==> config.mk <==
export PLATFORM = sky130hd
export DESIGN_NAME = fetch_unit
export DESIGN_NICKNAME = d
export VERILOG_FILES = /design/src/rtl/fetch_unit.sv
export SDC_FILE = /design/constraint.sdc
export NUM_CORES = 1
export LEC_CHECK = 0
export ABC_AREA = 1
export CORE_MARGIN = 1.5
export CORE_UTILIZATION = 35
export CTS_CLUSTER_SIZE = 40
export DETAILED_ROUTE_END_ITERATION = 10
export PLACE_DENSITY = 0.72
export SLEW_MARGIN = 10
export SYNTH_ARGS = -nofsm -noshare
export SYNTH_HDL_FRONTEND = slang
export SYNTH_SLANG_ARGS = --single-unit
==> constraint.sdc <==
create_clock -name clk -period 6.3 [get_ports clk]
set_clock_uncertainty 0.15 [all_clocks]
set_input_delay 1.26 -clock clk [delete_from_list [all_inputs] [get_ports clk]]
set_output_delay 1.26 -clock clk [all_outputs]
set_load 0.02 [all_outputs]
==> src/rtl/fetch_unit.sv <==
// fetch_unit: program counter and single-outstanding instruction fetch stage
module fetch_unit #(
   parameter logic [31:0] RESET_PC  = 32'h0000_0000,
   parameter logic [31:0] NOP_INSTR = 32'h0000_0013
) (
   input  logic        clk,
   input  logic        rst,
   input  logic [31:0] next_pc_in,
   input  logic        stall,
   input  logic        flush,
   input  logic [31:0] flush_pc,
   output logic        imem_req,
   output logic [31:0] imem_addr,
   input  logic        imem_gnt,
   input  logic        imem_rvalid,
   input  logic [31:0] imem_rdata,
   output logic [31:0] pc_out,
   output logic [31:0] pc_plus4,
   output logic [31:0] instr_out,
   output logic        instr_valid
);
   typedef enum logic [1:0] {BOOT, REQ, WAIT, HOLD} state_t;
   state_t      state;
   logic        drop;
   logic [31:0] pc;
   logic [31:0] instr;
   logic        valid;
   assign pc_out      = pc;
   assign pc_plus4    = pc + 32'd4;
   assign imem_addr   = pc;
   assign imem_req    = (state == REQ) && !drop;
   assign instr_out   = instr;
   assign instr_valid = valid;
   // fetch sequencing; drop tracks a response still owed to a flushed request
   always_ff @(posedge clk or posedge rst) begin
      if (rst) begin
         state <= BOOT;
         drop  <= 1'b0;
         pc    <= RESET_PC;
         instr <= NOP_INSTR;
         valid <= 1'b0;
      end else if (flush) begin
         pc    <= flush_pc & ~32'd3;
         valid <= 1'b0;
         instr <= NOP_INSTR;
         state <= REQ;
         drop  <= (drop && !imem_rvalid) || (state == WAIT && !imem_rvalid) || (imem_req && imem_gnt);
      end else begin
         case (state)
            BOOT: state <= REQ;
            REQ: begin
               if (drop) begin
                  if (imem_rvalid) drop <= 1'b0;
               end else if (imem_gnt) state <= WAIT;
            end
            WAIT: begin
               if (imem_rvalid) begin
                  instr <= imem_rdata;
                  valid <= 1'b1;
                  state <= HOLD;
               end
            end
            HOLD: begin
               if (!stall) begin
                  pc    <= next_pc_in & ~32'd3;
                  valid <= 1'b0;
                  instr <= NOP_INSTR;
                  state <= REQ;
               end
            end
            default: state <= BOOT;
         endcase
      end
   end
endmodule
==> results of run 1 <==
==> cell families (layout without fill, tap and decap cells) <==
group | after synthesis | in the layout | share of synthesized area (%)
compound gates | 36 | 36 | 5.58
xor+xnor | 15 | 15 | 3.39
fa+ha+maj | 5 | 5 | 1.52
buf+inv | 83 | 264 | 12.1
flops | 66 | 66 | 40.3
other cells | 1 | 6 | 0.0914
simple gates | 352 | 352 | 36.9
==> cells in the final DEF (no fill, tap or decap) <==
cell type	count
nor2_1	67
bufinv_16	3
clkinv_2	2
dfstp_2	3
nand2_1	216
buf_4	3
a31oi_1	30
a21oi_1	1
xnor2_1	5
nand3_1	41
xor2_2	1
clkinv_4	2
inv_4	1
nor3_1	1
nand4_2	1
and2_1	3
nor2_8	2
nor2_4	4
inv_2	2
o21ai_0	4
nor2_2	3
xor2_1	9
nand2_4	2
clkdlybuf4s50_1	221
conb_1	6
nand4_1	1
dfrtp_1	63
o21ai_4	1
clkbuf_16	9
nand2_2	3
ha_1	5
inv_1	21
nand3b_1	8
==> layer usage <==
layer | wire, um | global-route usage [%]
met1 | 5110 | 24.1
met2 | 6360 | 36.1
met3 | 1180 | 6.83
met4 | 126 | 5.65
met5 | 0 | 0
==> cell type report <==
class	instances	area (um^2)	share of cell area, %
Multi-Input combinational cell	414	1970	30.4
Inverter	24	92.6	1.43
Sequential cell	66	1660	25.6
Clock inverter	7	118	1.82
Tap cell	143	179	2.76
Timing Repair Buffer	224	2230	34.5
Clock buffer	9	225	3.48
==> sequential cells by signal (all words and copies together) (netlist names) <==
name         flops
instr_out       32
drop             1
imem_addr       30
instr_valid      1
state            2
==> worst min-delay path, cell delays in order, from the launching register on <==
cell     delay (ns)
dfstp_2        0.37
nand3_1        0.07
nand2_1        0.05
==> power breakdown <==
part | total, W | switching, W | internal, W
Clock | 0.000575 | 0.000189 | 0.000386
Combinational | 0.000905 | 0.000489 | 0.000416
Sequential | 0.000615 | 0.000114 | 0.000501
Total | 0.00210 | 0.000792 | 0.00130
==> path summary, 6_finish.rpt <==
kind | cells after the start | slack [ns] | end | from
setup / recovery | 8 | 2.48 | pc_plus4[24] | imem_addr[3]$_DFFE_PP0P_
hold / removal | 2 | 0.34 | instr_out[1]$_DFFE_PP1P_ | instr_out[1]$_DFFE_PP1P_
setup reg to reg | 6 | 4.20 | instr_out[7]$_DFFE_PP0P_ | state[0]$_DFFE_PP0P_
hold reg to reg | 2 | 0.34 | instr_out[1]$_DFFE_PP1P_ | instr_out[1]$_DFFE_PP1P_
max in group asynchronous | 3 | 4.07 | imem_addr[16]$_DFFE_PP0P_ | rst
min in group asynchronous | 3 | 1.36 | imem_addr[31]$_DFFE_PP0P_ | rst
==> metrics by stage <==
stage / total power [W] / utilization [%] / area [um^2] / hold slack (ns)
3_5_place_dp: 0.00154 / 53.7 / 6130 / 0.334
6_report: 0.00210 / 56.7 / 6470 / 0.341
2_1_floorplan: 0.00114 / - / 4120 / 0.338
3_3_place_gp: 0.00152 / 53.7 / 6130 / 0.328
4_1_cts: 0.00212 / 56.7 / 6470 / 0.346
5_1_grt: 0.00221 / 56.7 / 6470 / 0.367
==> results.sh, run 1 <==
export IMPL_outcome="finished, final reports clean"
export IMPL_synth_top_flop_cell="dfrtp_1"
export IMPL_hpwlAfterDp_mm=9.67
export IMPL_dieHeight_um=111
export IMPL_first_global_vias=4104
export IMPL_post_cts_buffers=0
export IMPL_tightest_slew_ns=0.860
export IMPL_critPathMaxFanout=5
export IMPL_max_stage_delay_ns=0.60
export IMPL_clockBufferDepth=2
export IMPL_maxSlewHeadroom_pct=42.6
export IMPL_vias=4200
export IMPL_end_kind="primary output"
export IMPL_grt_max_degree=74
export IMPL_num_io_pins=232
export IMPL_drtAntennaViolNets=0
export IMPL_antenna_cells=0
export IMPL_setup_viol=0
export IMPL_hold_violations=0
export IMPL_yosysWarnings=0
export IMPL_maxCapViolations=0
export IMPL_period_needed_ns=3.82
export IMPL_drv_slew=0
export IMPL_powerDensity_nw_per_um2=324
export IMPL_fp_dieW_um=111
export IMPL_worstSetupStartpointType="flop"
export IMPL_cts_resized=0
export IMPL_post_place_ws_ns=2.45
export IMPL_core_rowCount=39
export IMPL_arrival_ns=2.41
export IMPL_drive_above_1_share_pct=5.65
export IMPL_synth_most_common_cell="nand2_1"
export IMPL_tritoncts="done"
export IMPL_ys_ff_latch=66
export IMPL_antenna_found_initial=0
export IMPL_drc=0
export IMPL_max_vdd_ir_drop_v=0.000231
export IMPL_cts_sinks=66
export IMPL_synth_edff_count=0
export IMPL_drt_initial_drc_count=215
export IMPL_insertion_delay_ns=0.33
export IMPL_async_reset_ff_share_pct=100
export IMPL_finalNetCount=846
export IMPL_fin_crit_sh_pct=60.7
export IMPL_crit_chain="ha_1, nand2_1, nor2_2, nand2_1, nor2_1, nand3b_1, nand2_1, clkdlybuf4s50_1"
export IMPL_syn2layout_area_growth_pct=57.8
export IMPL_htreeDepth=3
export IMPL_synth_avg_cell_area_um2=7.35
export IMPL_netlist_instances=558
export IMPL_tns_ns=0
export IMPL_via_per_inst=4.74
export IMPL_critPathMostFrequentCell="nand2_1"
export IMPL_port_buffer_count=221
export IMPL_die_area_um2=12400
export IMPL_critPathBufInv=1
export IMPL_postCtsHoldBufs=0
export IMPL_synth_top_area_cell="dfrtp_1"
export IMPL_clock_root_buffer="clkbuf_16"
export IMPL_final_cells=887
export IMPL_critical_path_required_ns=4.89
export IMPL_grt_util_all_layers_pct=20.6
export IMPL_firstDrtPassIters=4
export IMPL_wl_per_cell_um=14.4
export IMPL_cp_slowest_cell="clkdlybuf4s50_1"
export IMPL_syn_cell_area_um2=4100
export IMPL_cp_top_family="simple AND/OR/NAND/NOR gates"
export IMPL_numCtsBuffers=9
export IMPL_rsz0062_at_grt="no"
export IMPL_cts_clk_slew_worst_paths_ns=0.06
export IMPL_num_fill_cells=1084
export IMPL_place_gp_congestion=0.853
export IMPL_p_leak_nw=3.00
export IMPL_setup_ws_ns=2.48
export IMPL_grt_pass1_wl_mm=20.6
export IMPL_coreArea_um2=11400
export IMPL_max_freq_mhz=262
export IMPL_critical_path_class="flop to primary output"
export IMPL_wl_mm=12.8
export IMPL_dp_cells=871
export IMPL_synth_top_area_share_pct=38.4
export IMPL_initial_utilization_pct=35.9
export IMPL_hold_path_class="flop to flop"
export IMPL_yosysSeqAreaShare_pct=40.3
export IMPL_gr_total_overflow=0
export IMPL_netlist_top_cells_area="dfrtp_1, nand2_1, buf_4"
export IMPL_synth_cell_types=32
export IMPL_synth_common_cells="nand2_1, nor2_1, dfrtp_1, nand3_1, buf_4"
Power figures use the tool's default switching activity.
==> inputs of run 2 (changes only) <==
- clock period: 6.3 -> 3.75 ns (I/O delays scaled with it)
==> run 2 against run 1 <==
Combinational power is 68% higher; sequential cell count stayed put; final cell count is 0.11% higher; power is 69% higher; count of clock-buffer cells in the layout stayed put; first-iteration DRC count is 21% lower; critical endpoint is now pc_plus4[22]; largest cell class unchanged; highest routed layer unchanged.
==> results.sh, run 2 (same netlist as run 1, synthesis figures left out) <==
export IMPL_outcome="finished, final reports clean"
export IMPL_layout_common_cells="clkdlybuf4s50_1, nand2_1, nor2_1"
export IMPL_tns_ns=0
export IMPL_cts_resized=0
export IMPL_total_power_w=0.00355
export IMPL_via_per_inst=4.72
export IMPL_critPathMostFrequentCell="nand2_1"
export IMPL_drv_slew=0
export IMPL_grt_pass1_wl_mm=20.4
export IMPL_post_cts_buffers=0
export IMPL_antenna_found_initial=0
export IMPL_maxSlewHeadroom_pct=42.6
export IMPL_num_io_pins=232
export IMPL_drtAntennaViolNets=0
export IMPL_initial_utilization_pct=35.9
export IMPL_drc=0
export IMPL_critical_path_class="flop to primary output"
export IMPL_firstDrtPassIters=4
export IMPL_period_needed_ns=3.26
export IMPL_whs_path_depth=2
export IMPL_crit_chain="ha_1, nand2_1, nor2_2, nand2_2, nor2_4, nand3b_1, nand2_1, clkdlybuf4s50_1"
export IMPL_port_buffer_count=221
export IMPL_cp_slowest_cell="clkdlybuf4s50_1"
export IMPL_setup_ws_ns=0.489
export IMPL_finalNetCount=847
export IMPL_syn2layout_area_growth_pct=58.1
export IMPL_coreArea_um2=11400
export IMPL_r2r_cells=6
export IMPL_fin_crit_sh_pct=87.0
export IMPL_tightest_slew_ns=0.862
export IMPL_critPathMaxFanout=5
export IMPL_seq_power_share_pct=29.1
export IMPL_powerDensity_nw_per_um2=547
export IMPL_first_global_vias=4067
export IMPL_cts_sinks=66
export IMPL_drt_initial_drc_count=170
export IMPL_clockBufferDepth=2
export IMPL_startpoint="imem_addr[3]$_DFFE_PP0P_"
export IMPL_postCtsHoldBufs=0
export IMPL_rrSetupSlack_ns=1.64
export IMPL_wl_mm=12.8
export IMPL_r2r_start="state[0]$_DFFE_PP0P_"
export IMPL_setup_viol=0
export IMPL_combPwrFrac_pct=42.9
export IMPL_p_switching_w=0.00135
export IMPL_hold_violations=0
export IMPL_largest_register_ffs=32
export IMPL_hold_end="instr_out[4]$_DFFE_PP1P_"
export IMPL_insertion_delay_ns=0.32
export IMPL_arrival_ns=2.36
export IMPL_critical_path_required_ns=2.85
export IMPL_clock_power_share_pct=27.9
export IMPL_tritoncts="done"
export IMPL_timing_hold_ws_ns=0.343
export IMPL_maxCapViolations=0
export IMPL_die_area_um2=12400
export IMPL_place_gp_congestion=0.869
export IMPL_intPower_w=0.00220
export IMPL_rsz0062_at_grt="no"
export IMPL_numCtsBuffers=9
export IMPL_hold_path_class="flop to flop"
export IMPL_end_kind="primary output"
export IMPL_max_vdd_ir_drop_v=0.000312
export IMPL_worstSetupStartpointType="flop"
export IMPL_vias=4194
export IMPL_dp_cells=872
export IMPL_max_freq_mhz=307
export IMPL_final_cells=888
export IMPL_fp_dieW_um=111
export IMPL_swShare_pct=38.1
export IMPL_htreeDepth=3
export IMPL_dieHeight_um=111
export IMPL_wl_per_cell_um=14.5
export IMPL_max_stage_delay_ns=0.61
export IMPL_hpwlAfterDp_mm=9.68
export IMPL_antenna_cells=0
export IMPL_cts_clk_slew_worst_paths_ns=0.06
export IMPL_hold_start="instr_out[4]$_DFFE_PP1P_"
export IMPL_regArea_um2=1660
export IMPL_gr_total_overflow=0
export IMPL_timing_rr_end="instr_out[2]$_DFFE_PP0P_"
export IMPL_core_rowCount=39
export IMPL_post_place_ws_ns=0.818
export IMPL_multi_input_area_um2=1970
export IMPL_clock_root_buffer="clkbuf_16"
export IMPL_num_fill_cells=1063
export IMPL_drive_above_1_share_pct=5.77
export IMPL_p_leak_nw=3.01
export IMPL_grt_max_degree=67
export IMPL_final_common_cell="clkdlybuf4s50_1"
export IMPL_grt_util_all_layers_pct=20.3
## run 2: how the worst max path moves through the flow
stage                        to  slack (ns)  cells after the start
2_1_floorplan  drop$_DFFE_PP0P_        1.20                      1
3_3_place_gp       pc_plus4[14]        0.84                      7
3_5_place_dp       pc_plus4[14]        0.82                      7
4_1_cts            pc_plus4[14]        0.46                      7
5_1_grt            pc_plus4[14]        0.35                      7
6_report           pc_plus4[22]        0.49                      8
## run 2: final cells by class
cell class | instances | share of cell area [%]
clock inverters | 7 | 1.93
clock buffers | 9 | 3.47
inverters | 24 | 1.43
multi-input cells | 414 | 30.3
repair buffers | 225 | 34.6
well taps | 143 | 2.76
flip-flops and latches | 66 | 25.5
## run 2: routing by layer
layer | part of all wire, % | GRT usage, %
met2 | 50 | 35.2
met4 | 1.2 | 6.24
met5 | 0 | 0
met1 | 40 | 23.5
met3 | 9.5 | 7.27
## run 2: per-stage QoR
stage	util [%]	cell area, um^2
after floorplan	-	4120
after global placement	53.7	6140
after detailed placement	53.7	6140
after CTS	56.8	6490
after global routing	56.8	6490
final	56.8	6490
## run 2: worst max-delay path: cells and delay by family, from the launching register on
kind                     cells  cell delay, ns
flip-flops                   1            0.43
AND/OR/NAND/NOR              6            0.74
buffers and inverters        1            0.61
adder cells (fa/ha/maj)      1            0.25
## run 2: power groups by stage
stage / Clock, W / Sequential (W) / Combinational (W)
finish: 0.000992 / 0.00103 / 0.00152
global route: 0.00104 / 0.00105 / 0.00164
CTS: 0.00101 / 0.00103 / 0.00154
detailed placement: 0 / 0.00105 / 0.00153
global placement: 0 / 0.00104 / 0.00152
floorplan: 0 / 0.00112 / 0.000805
==> inputs of run 3 (changes only) <==
- PLACE_DENSITY: 0.72 -> 0.85
==> run 3 against run 2 <==
Design area down 1.1%; register-to-register slack worse by 0.10 ns; global-route usage is 0.42 points lower; worst hold slack got worse by 0.0031 ns; critical endpoint is now pc_plus4[16]; largest cell class unchanged; setup slack gained 0.037 ns; combinational power barely moved; critical path depth shrank 1; power shrank 6.7%; sequential share of layout area rose by 0.28 points; sequential power hardly changed; largest power group unchanged; non-clock buffer count grew 1; count of clock-buffer cells in the layout up 2.
==> results.sh, run 3 (same netlist as run 1, synthesis figures left out) <==
export IMPL_rsz0062_at_grt="no"
export IMPL_wl_mm=12.2
export IMPL_drtAntennaViolNets=0
export IMPL_cp_slowest_cell="clkdlybuf4s50_1"
export IMPL_drt_initial_drc_count=186
export IMPL_post_cts_buffers=0
export IMPL_combPwrFrac_pct=45.9
export IMPL_insertion_delay_ns=0.32
export IMPL_num_fill_cells=1053
export IMPL_p_switching_w=0.00131
export IMPL_maxSlewHeadroom_pct=42.1
export IMPL_coreArea_um2=11400
export IMPL_via_per_inst=4.68
export IMPL_core_rowCount=39
export IMPL_multi_input_area_um2=1970
export IMPL_dieHeight_um=111
export IMPL_vias=4162
export IMPL_regArea_um2=1660
export IMPL_postCtsHoldBufs=0
export IMPL_antenna_cells=0
export IMPL_grt_util_all_layers_pct=19.9
export IMPL_drv_slew=0
export IMPL_fp_dieW_um=111
export IMPL_final_core_utilization_pct=56.2
export IMPL_outcome="finished, final reports clean"
export IMPL_port_buffer_count=221
export IMPL_hold_violations=0
export IMPL_period_needed_ns=3.22
export IMPL_swShare_pct=39.5
export IMPL_htreeDepth=3
export IMPL_critPathBufInv=1
export IMPL_final_common_cell="clkdlybuf4s50_1"
export IMPL_drive_above_1_share_pct=5.76
export IMPL_tns_ns=0
export IMPL_wl_per_cell_um=13.7
export IMPL_grt_pass1_wl_mm=19.7
export IMPL_setup_viol=0
export IMPL_arrival_ns=2.32
export IMPL_maxCapViolations=0
export IMPL_numCtsBuffers=9
export IMPL_antenna_found_initial=0
export IMPL_gr_total_overflow=0
export IMPL_first_global_vias=4004
export IMPL_critPathMostFrequentCell="nand2_1"
export IMPL_tightest_slew_ns=0.867
export IMPL_cts_clk_slew_worst_paths_ns=0.06
export IMPL_hold_path_class="flop to flop"
export IMPL_fin_crit_sh_pct=86.0
export IMPL_clockBufferDepth=2
export IMPL_num_io_pins=232
export IMPL_max_stage_delay_ns=0.63
export IMPL_cp_top_family="buffers and inverters"
export IMPL_place_gp_congestion=0.857
export IMPL_hpwlAfterDp_mm=9.34
export IMPL_p_leak_nw=2.97
export IMPL_max_freq_mhz=310
export IMPL_critical_path_required_ns=2.85
export IMPL_tritoncts="done"
export IMPL_cts_resized=0
export IMPL_critPathMaxFanout=5
export IMPL_cts_sinks=66
export IMPL_seq_power_share_pct=31.3
export IMPL_initial_utilization_pct=35.9
export IMPL_grt_max_degree=53
export IMPL_clock_power_share_pct=22.9
export IMPL_die_area_um2=12400
export IMPL_critical_path_class="flop to primary output"
export IMPL_syn2layout_area_growth_pct=56.4
export IMPL_drc=0
export IMPL_powerDensity_nw_per_um2=516
export IMPL_layout_common_cells="clkdlybuf4s50_1, nand2_1, nor2_1"
export IMPL_end_kind="primary output"
export IMPL_worstSetupStartpointType="flop"
export IMPL_max_vdd_ir_drop_v=0.000318
export IMPL_largest_register_ffs=32
export IMPL_finalNetCount=848
export IMPL_clock_root_buffer="clkbuf_16"
export IMPL_crit_chain="ha_1, nand2_1, nor2_2, nand2_1, nor2_1, xor2_1, clkdlybuf4s50_1"
export IMPL_intPower_w=0.00200
export IMPL_firstDrtPassIters=4
==> run 3: metal layers <==
layer / share of wire, % / track usage [%] / up-vias
met4: 1.3 / 5.82 / 0
met5: 0 / 0 / -
met2: 50 / 34.9 / 166
met1: 41 / 23.1 / 1895
met3: 8.2 / 6.51 / 11
li1: - / - / 2090
==> run 3: final timing paths <==
kind,startpoint,to,slack [ns],depth (start not counted)
max,imem_addr[3]$_DFFE_PP0P_,pc_plus4[16],0.53,7
min,instr_out[0]$_DFFE_PP1P_,instr_out[0]$_DFFE_PP1P_,0.34,2
max reg2reg,state[0]$_DFFE_PP0P_,imem_addr[30]$_DFFE_PP0P_,1.54,6
min reg2reg,instr_out[0]$_DFFE_PP1P_,instr_out[0]$_DFFE_PP1P_,0.34,2
max in group asynchronous,rst,imem_addr[27]$_DFFE_PP0P_,2.10,3
min in group asynchronous,rst,instr_out[10]$_DFFE_PP0P_,0.59,2
==> run 3: worst register-to-register path: stages (launching register included) <==
cell and delay [ns]:
dfrtp_1 0.42, ha_1 0.31, inv_2 0.09, o21ai_4 0.47
buf_4 0.43, nor2_1 0.09, a31oi_1 0.16
==> run 3: per-stage QoR <==
step / cell area (um^2) / setup WS, ns / instances / total power [W] / hold slack, ns
finish: 6420 / 0.527 / 889 / 0.00331 / 0.340
detailed placement: 6140 / 0.866 / 873 / 0.00258 / 0.330
global route: 6420 / 0.332 / 889 / 0.00351 / 0.365
floorplan: 4120 / 1.20 / 563 / 0.00192 / 0.338
CTS: 6420 / 0.514 / 889 / 0.00335 / 0.340
global placement: 6140 / 0.911 / 873 / 0.00255 / 0.324
==> run 3: power groups by stage <==
stage                     Clock (W)  Combinational [W]  Sequential (W)
after floorplan                   0           0.000805         0.00112
after global placement            0            0.00151         0.00104
after detailed placement          0            0.00153         0.00105
after CTS                  0.000777            0.00153         0.00104
after global routing       0.000816            0.00164         0.00106
final                      0.000757            0.00152         0.00104
==> run 3: layout make-up <==
| type | instances | area share, % |
|---|---|---|
| Tap cell | 143 | 2.79 |
| Timing Repair Buffer | 226 | 35.1 |
| Clock inverter | 5 | 0.468 |
| Inverter | 24 | 1.44 |
| Clock buffer | 11 | 3.78 |
| Sequential cell | 66 | 25.8 |
| Multi-Input combinational cell | 414 | 30.7 |
